**src/rtl/video_timing_gen_pkg.sv**
```systemverilog
// Shared raster timing definitions for the ULX3S top levels and pdp1_vga_crt.
// Holds the default 1024x768 timing, the offset/total formulas and the bus
// type carried through the sync delay line.
package video_timing_gen_pkg;

  localparam int DEF_CNT_W      = 11;
  localparam int DEF_FCNT_W     = 16;
  localparam int DEF_PIPE_DELAY = 2;

  localparam int DEF_H_VISIBLE = 1024;
  localparam int DEF_H_FP      = 16;
  localparam int DEF_H_SYNC    = 96;
  localparam int DEF_H_BP      = 176;

  localparam int DEF_V_VISIBLE = 768;
  localparam int DEF_V_FP      = 3;
  localparam int DEF_V_SYNC    = 6;
  localparam int DEF_V_BP      = 13;

  // Blanking precedes the visible area, so the offset to the first visible
  // pixel/line is the whole blanking interval.
  function automatic int timing_ofs(input int fp, input int sync, input int bp);
    return fp + sync + bp;
  endfunction

  function automatic int timing_total(input int visible, input int fp,
                                      input int sync, input int bp);
    return visible + fp + sync + bp;
  endfunction

  typedef struct packed {
    logic hsync;
    logic vsync;
    logic de;
    logic blank;
  } sync_bus_t;

endpackage

```
**src/rtl/video_timing_gen_sync_delay_line.sv**
```systemverilog
// sync_delay_line: WIDTH x DEPTH shift register with asynchronous active-high
// reset of every stage to RESET_VAL. DEPTH = 0 is a combinational pass-through.
// Ports:
//   i_clk  clock
//   i_rst  asynchronous active-high reset
//   i_d    WIDTH-bit input
//   o_q    i_d delayed by DEPTH cycles
module sync_delay_line #(
  parameter int unsigned          WIDTH     = 4,
  parameter int unsigned          DEPTH     = 2,
  parameter logic [WIDTH-1:0]     RESET_VAL = '0
) (
  input  logic             i_clk,
  input  logic             i_rst,
  input  logic [WIDTH-1:0] i_d,
  output logic [WIDTH-1:0] o_q
);

  if (DEPTH == 0) begin : g_bypass
    logic unused_clk_rst;
    assign unused_clk_rst = i_clk ^ i_rst;
    assign o_q = i_d;
  end else begin : g_shift
    logic [WIDTH-1:0] stage [DEPTH];

    always_ff @(posedge i_clk or posedge i_rst) begin
      if (i_rst) begin
        for (int unsigned i = 0; i < DEPTH; i++) stage[i] <= RESET_VAL;
      end else begin
        stage[0] <= i_d;
        for (int unsigned i = 1; i < DEPTH; i++) stage[i] <= stage[i-1];
      end
    end

    assign o_q = stage[DEPTH-1];
  end

endmodule

```
**src/rtl/video_timing_gen.sv**
```systemverilog
// video_timing_gen: parametrised raster timing generator.
// Line/frame order is front porch, sync, back porch, visible area.
// Ports:
//   i_clk, i_rst          pixel clock, asynchronous active-high reset
//   i_enable              1 = counters advance, 0 = hold
//   i_resync              synchronous restart at (0,0), counts as a frame wrap
//   o_h_counter/o_v_counter  raw counters
//   o_x/o_y               visible coordinates, 0 outside the active area
//   o_active              visible-area flag aligned with the counters
//   o_line_tick/o_frame_tick  one-cycle wrap strobes
//   o_frame_count         frames since reset
//   o_hsync/o_vsync/o_de/o_blank  sync decode delayed by PIPE_DELAY cycles
module video_timing_gen
  import video_timing_gen_pkg::*;
#(
  parameter int CNT_W      = DEF_CNT_W,
  parameter int H_VISIBLE  = DEF_H_VISIBLE,
  parameter int H_FP       = DEF_H_FP,
  parameter int H_SYNC     = DEF_H_SYNC,
  parameter int H_BP       = DEF_H_BP,
  parameter int V_VISIBLE  = DEF_V_VISIBLE,
  parameter int V_FP       = DEF_V_FP,
  parameter int V_SYNC     = DEF_V_SYNC,
  parameter int V_BP       = DEF_V_BP,
  parameter bit HS_POL     = 1'b0,
  parameter bit VS_POL     = 1'b0,
  parameter int PIPE_DELAY = DEF_PIPE_DELAY,
  parameter int FCNT_W     = DEF_FCNT_W
) (
  input  logic              i_clk,
  input  logic              i_rst,
  input  logic              i_enable,
  input  logic              i_resync,
  output logic [CNT_W-1:0]  o_h_counter,
  output logic [CNT_W-1:0]  o_v_counter,
  output logic [CNT_W-1:0]  o_x,
  output logic [CNT_W-1:0]  o_y,
  output logic              o_active,
  output logic              o_line_tick,
  output logic              o_frame_tick,
  output logic [FCNT_W-1:0] o_frame_count,
  output logic              o_hsync,
  output logic              o_vsync,
  output logic              o_de,
  output logic              o_blank
);

  localparam int H_OFS   = timing_ofs(H_FP, H_SYNC, H_BP);
  localparam int V_OFS   = timing_ofs(V_FP, V_SYNC, V_BP);
  localparam int H_TOTAL = timing_total(H_VISIBLE, H_FP, H_SYNC, H_BP);
  localparam int V_TOTAL = timing_total(V_VISIBLE, V_FP, V_SYNC, V_BP);

  if (CNT_W <= 0 || FCNT_W <= 0 || H_VISIBLE <= 0 || H_SYNC <= 0 ||
      V_VISIBLE <= 0 || V_SYNC <= 0 || PIPE_DELAY < 0) begin : g_bad_width
    $error("video_timing_gen: width parameters must be positive");
  end
  if (((longint'(H_TOTAL) >> CNT_W) != 0) ||
      ((longint'(V_TOTAL) >> CNT_W) != 0)) begin : g_bad_total
    $error("video_timing_gen: H_TOTAL/V_TOTAL do not fit in CNT_W bits");
  end

  localparam logic [CNT_W-1:0] H_LAST   = CNT_W'(H_TOTAL - 1);
  localparam logic [CNT_W-1:0] V_LAST   = CNT_W'(V_TOTAL - 1);
  localparam logic [CNT_W-1:0] H_OFS_C  = CNT_W'(H_OFS);
  localparam logic [CNT_W-1:0] V_OFS_C  = CNT_W'(V_OFS);
  localparam logic [CNT_W-1:0] H_SYN_LO = CNT_W'(H_FP);
  localparam logic [CNT_W-1:0] H_SYN_HI = CNT_W'(H_FP + H_SYNC);
  localparam logic [CNT_W-1:0] V_SYN_LO = CNT_W'(V_FP);
  localparam logic [CNT_W-1:0] V_SYN_HI = CNT_W'(V_FP + V_SYNC);

  localparam sync_bus_t RAW_IDLE = '{hsync: ~HS_POL, vsync: ~VS_POL,
                                     de: 1'b0, blank: 1'b1};

  logic [CNT_W-1:0] h_n, v_n, x_n, y_n;
  logic             act_n, line_n, frame_n;
  sync_bus_t        raw_n, raw_q;
  logic [3:0]       raw_bits, del_bits;

  // Next-state counters and strobes. Resync behaves like a forced frame wrap,
  // so a resync on the natural wrap cycle still yields one tick.
  always_comb begin
    h_n     = o_h_counter;
    v_n     = o_v_counter;
    line_n  = 1'b0;
    frame_n = 1'b0;
    if (i_resync) begin
      h_n     = '0;
      v_n     = '0;
      line_n  = 1'b1;
      frame_n = 1'b1;
    end else if (i_enable) begin
      if (o_h_counter == H_LAST) begin
        h_n    = '0;
        line_n = 1'b1;
        if (o_v_counter == V_LAST) begin
          v_n     = '0;
          frame_n = 1'b1;
        end else begin
          v_n = o_v_counter + CNT_W'(1);
        end
      end else begin
        h_n = o_h_counter + CNT_W'(1);
      end
    end

    act_n = (h_n >= H_OFS_C) && (v_n >= V_OFS_C);
    x_n   = act_n ? h_n - H_OFS_C : '0;
    y_n   = act_n ? v_n - V_OFS_C : '0;

    raw_n.hsync = ((h_n >= H_SYN_LO) && (h_n < H_SYN_HI)) ? HS_POL : ~HS_POL;
    raw_n.vsync = ((v_n >= V_SYN_LO) && (v_n < V_SYN_HI)) ? VS_POL : ~VS_POL;
    raw_n.de    = act_n;
    raw_n.blank = ~act_n;
  end

  always_ff @(posedge i_clk or posedge i_rst) begin
    if (i_rst) begin
      o_h_counter   <= '0;
      o_v_counter   <= '0;
      o_x           <= '0;
      o_y           <= '0;
      o_active      <= 1'b0;
      o_line_tick   <= 1'b0;
      o_frame_tick  <= 1'b0;
      o_frame_count <= '0;
      raw_q         <= RAW_IDLE;
    end else begin
      o_h_counter   <= h_n;
      o_v_counter   <= v_n;
      o_x           <= x_n;
      o_y           <= y_n;
      o_active      <= act_n;
      o_line_tick   <= line_n;
      o_frame_tick  <= frame_n;
      o_frame_count <= o_frame_count + FCNT_W'(frame_n);
      raw_q         <= raw_n;
    end
  end

  assign raw_bits = raw_q;

  sync_delay_line #(
    .WIDTH     (4),
    .DEPTH     (PIPE_DELAY),
    .RESET_VAL (RAW_IDLE)
  ) u_sync_delay (
    .i_clk (i_clk),
    .i_rst (i_rst),
    .i_d   (raw_bits),
    .o_q   (del_bits)
  );

  assign {o_hsync, o_vsync, o_de, o_blank} = del_bits;

endmodule

```
**config.mk**
```make
export PLATFORM = sky130hd
export DESIGN_NAME = video_timing_gen
export DESIGN_NICKNAME = d
export VERILOG_FILES = /design/src/rtl/video_timing_gen_pkg.sv /design/src/rtl/video_timing_gen_sync_delay_line.sv /design/src/rtl/video_timing_gen.sv
export SDC_FILE = /design/constraint.sdc
export NUM_CORES = 1
export LEC_CHECK = 0
export ABC_AREA = 1
export CAP_MARGIN = 20
export CORE_ASPECT_RATIO = 1.5
export CORE_MARGIN = 2
export CORE_UTILIZATION = 25
export CTS_BUF_LIST = sky130_fd_sc_hd__clkbuf_16
export DETAILED_ROUTE_END_ITERATION = 10
export GPL_TIMING_DRIVEN = 0
export PLACE_DENSITY = 0.46
export SKIP_LAST_GASP = 1
export SYNTH_ARGS = -nofsm -noshare
export SYNTH_HDL_FRONTEND = slang
export SYNTH_HIERARCHICAL = 1
export SYNTH_SLANG_ARGS = --single-unit
```
**constraint.sdc**
```tcl
create_clock -name i_clk -period 8.25 [get_ports i_clk]
set_input_delay 1.65 -clock i_clk [delete_from_list [all_inputs] [get_ports i_clk]]
set_output_delay 1.65 -clock i_clk [all_outputs]
set_load 0.05 [all_outputs]
```
==> key figures <==
Synthesis
  • Count leader, synth: nand2_1
  • Primary FF master, synth: dfrtp_1
  • Top cells by area, synth: dfrtp_1 (42%), nand2_1 (11%), dfstp_2 (6.1%)
  • Cell area after synthesis: 3860 um^2
  • Ys async rst share: 100%
  • Syn Nets: 471
  • Post-synth top cells: nand2_1 (111), dfrtp_1 (65), nor2_1 (60)
  • Ys Warns: 6
  • EDFF count, synth: 0
  • Post-synth cell types: 36
  • Synthesized area per cell: 8.48 um^2
  • Number of synthesized register bits: 74
  • Area leader, netlist: dfrtp_1
  • Post-synth top area share: 42.2%
  • Mapped Cells: 455
  • Sequential area share after synthesis: 48.3%

Timing
  • Final count of pins violating max slew: 0
  • Fin crit period: 4460 ps
  • Fmax: 224 MHz
  • Setup violations, final: 0
  • Post-Route Skew: 8.17 ps
  • Hold Fails Final Rpt: 0
  • Worst slew margin: 43.4%
  • RSZ-0062 raised after global routing: false
  • Min setup slack post-route: 3790 ps
  • Fin crit share: 54.0%
  • Tightest Pin Transition: 849 ps
  • Setup TNS: 0 ps

Power
  • Internal power: 0.696 mW
  • Seq pwr share: 40.7%
  • Final Power: 1.03 mW
  • Leakage: 2.41 nW
  • Combinational Power Share: 21.4%
  • Power Dens Cells: 201 nW/um^2
  • P_sw: 0.330 mW
  • Clock power frac: 37.9%
  • Worst vdd ir: 162 uV
  • Sw Ratio: 32.2%

Floorplanning
  • Area of the core: 15100 um^2
  • I/O pins: 71
  • Die width: 105 um
  • Num rows: 55
  • Die ar.: 16500 um^2
  • Starting Density: 25.6%
  • Die H: 156 um

Layout
  • FF+latch area: 1860 um^2
  • Multi-input logic area: 1730 um^2
  • Share of layout cells above drive strength 1: 15.0%
  • Diode count: 0
  • Finished Cell Area: 5110 um^2
  • # fillers: 1542
  • Final net count: 552
  • P&R area growth vs syn: 32.3%

Clock network
  • Worst skew pair latency: 330 ps
  • H-tree lvl count: 3
  • Total CTS buffers: 9
  • Max Root-Sink Buffers: 2
  • Clock Pin Slew Worst Setup and Hold Paths: 60 ps
  • CTS tree: yes
  • CTS Hold Buffers Added: 0
  • CTS Sinks: 74
  • Postcts setup bufs: 0
  • CTS root buffer: clkbuf_16
  • Resized Gates After CTS: 0

Detailed routing
  • Via count: 3246
  • Initial detailed-routing violation count: 162
  • Detail Route Antenna Nets: 0
  • WL/cell: 14.0 um
  • Via density: 4.39
  • DRC: 0
  • Final WL: 10.3 mm
  • Drt first pass iters: 4

Place
  • PortBufs: 70
  • Post-DP Area: 4810 um^2
  • Dpl hpwl: 7.85 mm
  • Setup WS pre-CTS: 3390 ps
  • Final RePlAce weighted congestion: 0.873

Worst hold path
  • Hold Crit Start: u_sync_delay/g_shift.stage[5]$_DFF_PP0_
  • Hold Path Class: flop to flop
  • Hold path depth: 0

Critical path
  • Data required time of the worst path: 8470 ps
  • Crit. Startpoint: i_resync
  • CP endpoint kind: flop
  • Crit start category: primary input
  • R2R Path Start: o_h_counter[0]$_DFF_PP0_
  • CP Max Fanout: 10
  • R2R depth: 16
  • Critical path arrival: 4670 ps
  • Crit Path Category: primary input to flop

GRT
  • Gr usage total: 13.5%
  • Antenna violations before repair: 0
  • First-pass GRT wire length: 17.3 mm
  • Largest net degree at the start of global routing: 67
  • Gr ovfl total: 0
  • Vias in the first global route: 3531

Run status
  • Outcome: finished clean

Job
  • Total of max-cap violations: 0
-- power by group through the flow --
stage | Clock (mW) | Combinational [mW] | Sequential (mW)
after detailed placement | 0 | 0.222 | 0.426
after floorplan | 0 | 0.0614 | 0.510
after CTS | 0.401 | 0.223 | 0.420
final | 0.389 | 0.220 | 0.418
after global routing | 0.421 | 0.236 | 0.424
after global placement | 0 | 0.221 | 0.425
-- metrics by stage --
stage	hold WS, ps	std cells	util [%]
floorplan	331	455	-
global placement	336	724	31.9
detailed placement	338	724	31.9
CTS	352	740	33.9
global route	357	740	33.9
finish	349	740	33.9
-- final timing paths --
kind / slack, ps / end
worst min-delay path: 350 / u_sync_delay/o_q[1]$_DFF_PP0_
max in group asynchronous: 5820 / o_y[5]$_DFF_PP0_
worst max register to register: 5030 / o_frame_count[14]$_DFF_PP0_
min in group asynchronous: 1650 / u_sync_delay/g_shift.stage[5]$_DFF_PP0_
worst min register to register: 350 / u_sync_delay/o_q[1]$_DFF_PP0_
worst max-delay path: 3790 / o_frame_count[14]$_DFF_PP0_
-- cell type report --
class,count,share of cell area [%]
well taps,199,4.88
multi-input cells,319,33.8
clock buffers,9,4.41
clock inverters,7,1.37
inverters,54,4.04
repair buffers,70,13.7
plain buffers,8,1.27
flip-flops and latches,74,36.5
-- layer usage --
layer / part of all wire (%) / GRT usage (%) / routed length (um)
met5: 0 / 0 / 0
met4: 3.2 / 6.41 / 326
met3: 5.1 / 4.09 / 531
met2: 52 / 24.3 / 5430
met1: 39 / 14.3 / 4050
-- kinds of logic (layout without fill, tap and decap cells) --
family	after synthesis	count (layout)	share of synthesized area [%]
AOI/OAI and AO/OA	20	20	2.98
xor gates and xnor gates	27	27	6.13
adders and majority gates	12	12	3.89
buffers and inverters	62	148	6.97
DFF	74	74	48.3
and+or+nand+nor	260	260	31.7
-- layout by cell type (no fill, tap or decap), types with 2 or more instances in the layout --
cell | netlist | final
a21oi_1 | 7 | 7
buf_4 | 5 | 5
buf_6 | 2 | 2
clkbuf_16 | 0 | 9
clkdlybuf4s50_1 | 0 | 70
clkinv_2 | 1 | 2
clkinvlp_4 | 0 | 3
dfrtp_1 | 65 | 65
dfstp_2 | 9 | 9
ha_1 | 12 | 12
inv_1 | 46 | 46
inv_2 | 6 | 6
nand2_1 | 111 | 111
nand2_2 | 6 | 6
nand2_4 | 2 | 2
nand3_1 | 34 | 34
nand3_2 | 3 | 3
nand3b_1 | 2 | 2
nand4_1 | 9 | 9
nor2_1 | 60 | 60
nor2_2 | 23 | 23
nor2_4 | 3 | 3
nor3_1 | 2 | 2
nor3_4 | 2 | 2
o21ai_0 | 6 | 6
xnor2_1 | 9 | 9
xor2_1 | 18 | 18
-- registers in the layout (all words and copies together) (netlist names) --
name,cells
o_v_counter,11
o_frame_tick,1
u_sync_delay/g_shift.stage,4
o_h_counter,11
raw_bits,4
o_x,11
u_sync_delay/o_q,4
o_y,11
o_frame_count,16
o_line_tick,1
-- worst max-delay path: stages --
cell             delay, ps
clkdlybuf4s50_1        700
clkinv_1               480
nand2_2                310
ha_1                   210
ha_1                   180
nand3_1                130
nand3b_1               220
nor2_1                 160
nand4_1                150
nor2_1                 210
nand3_1                120
xnor2_1                140
(Power assumes the default switching activity.)
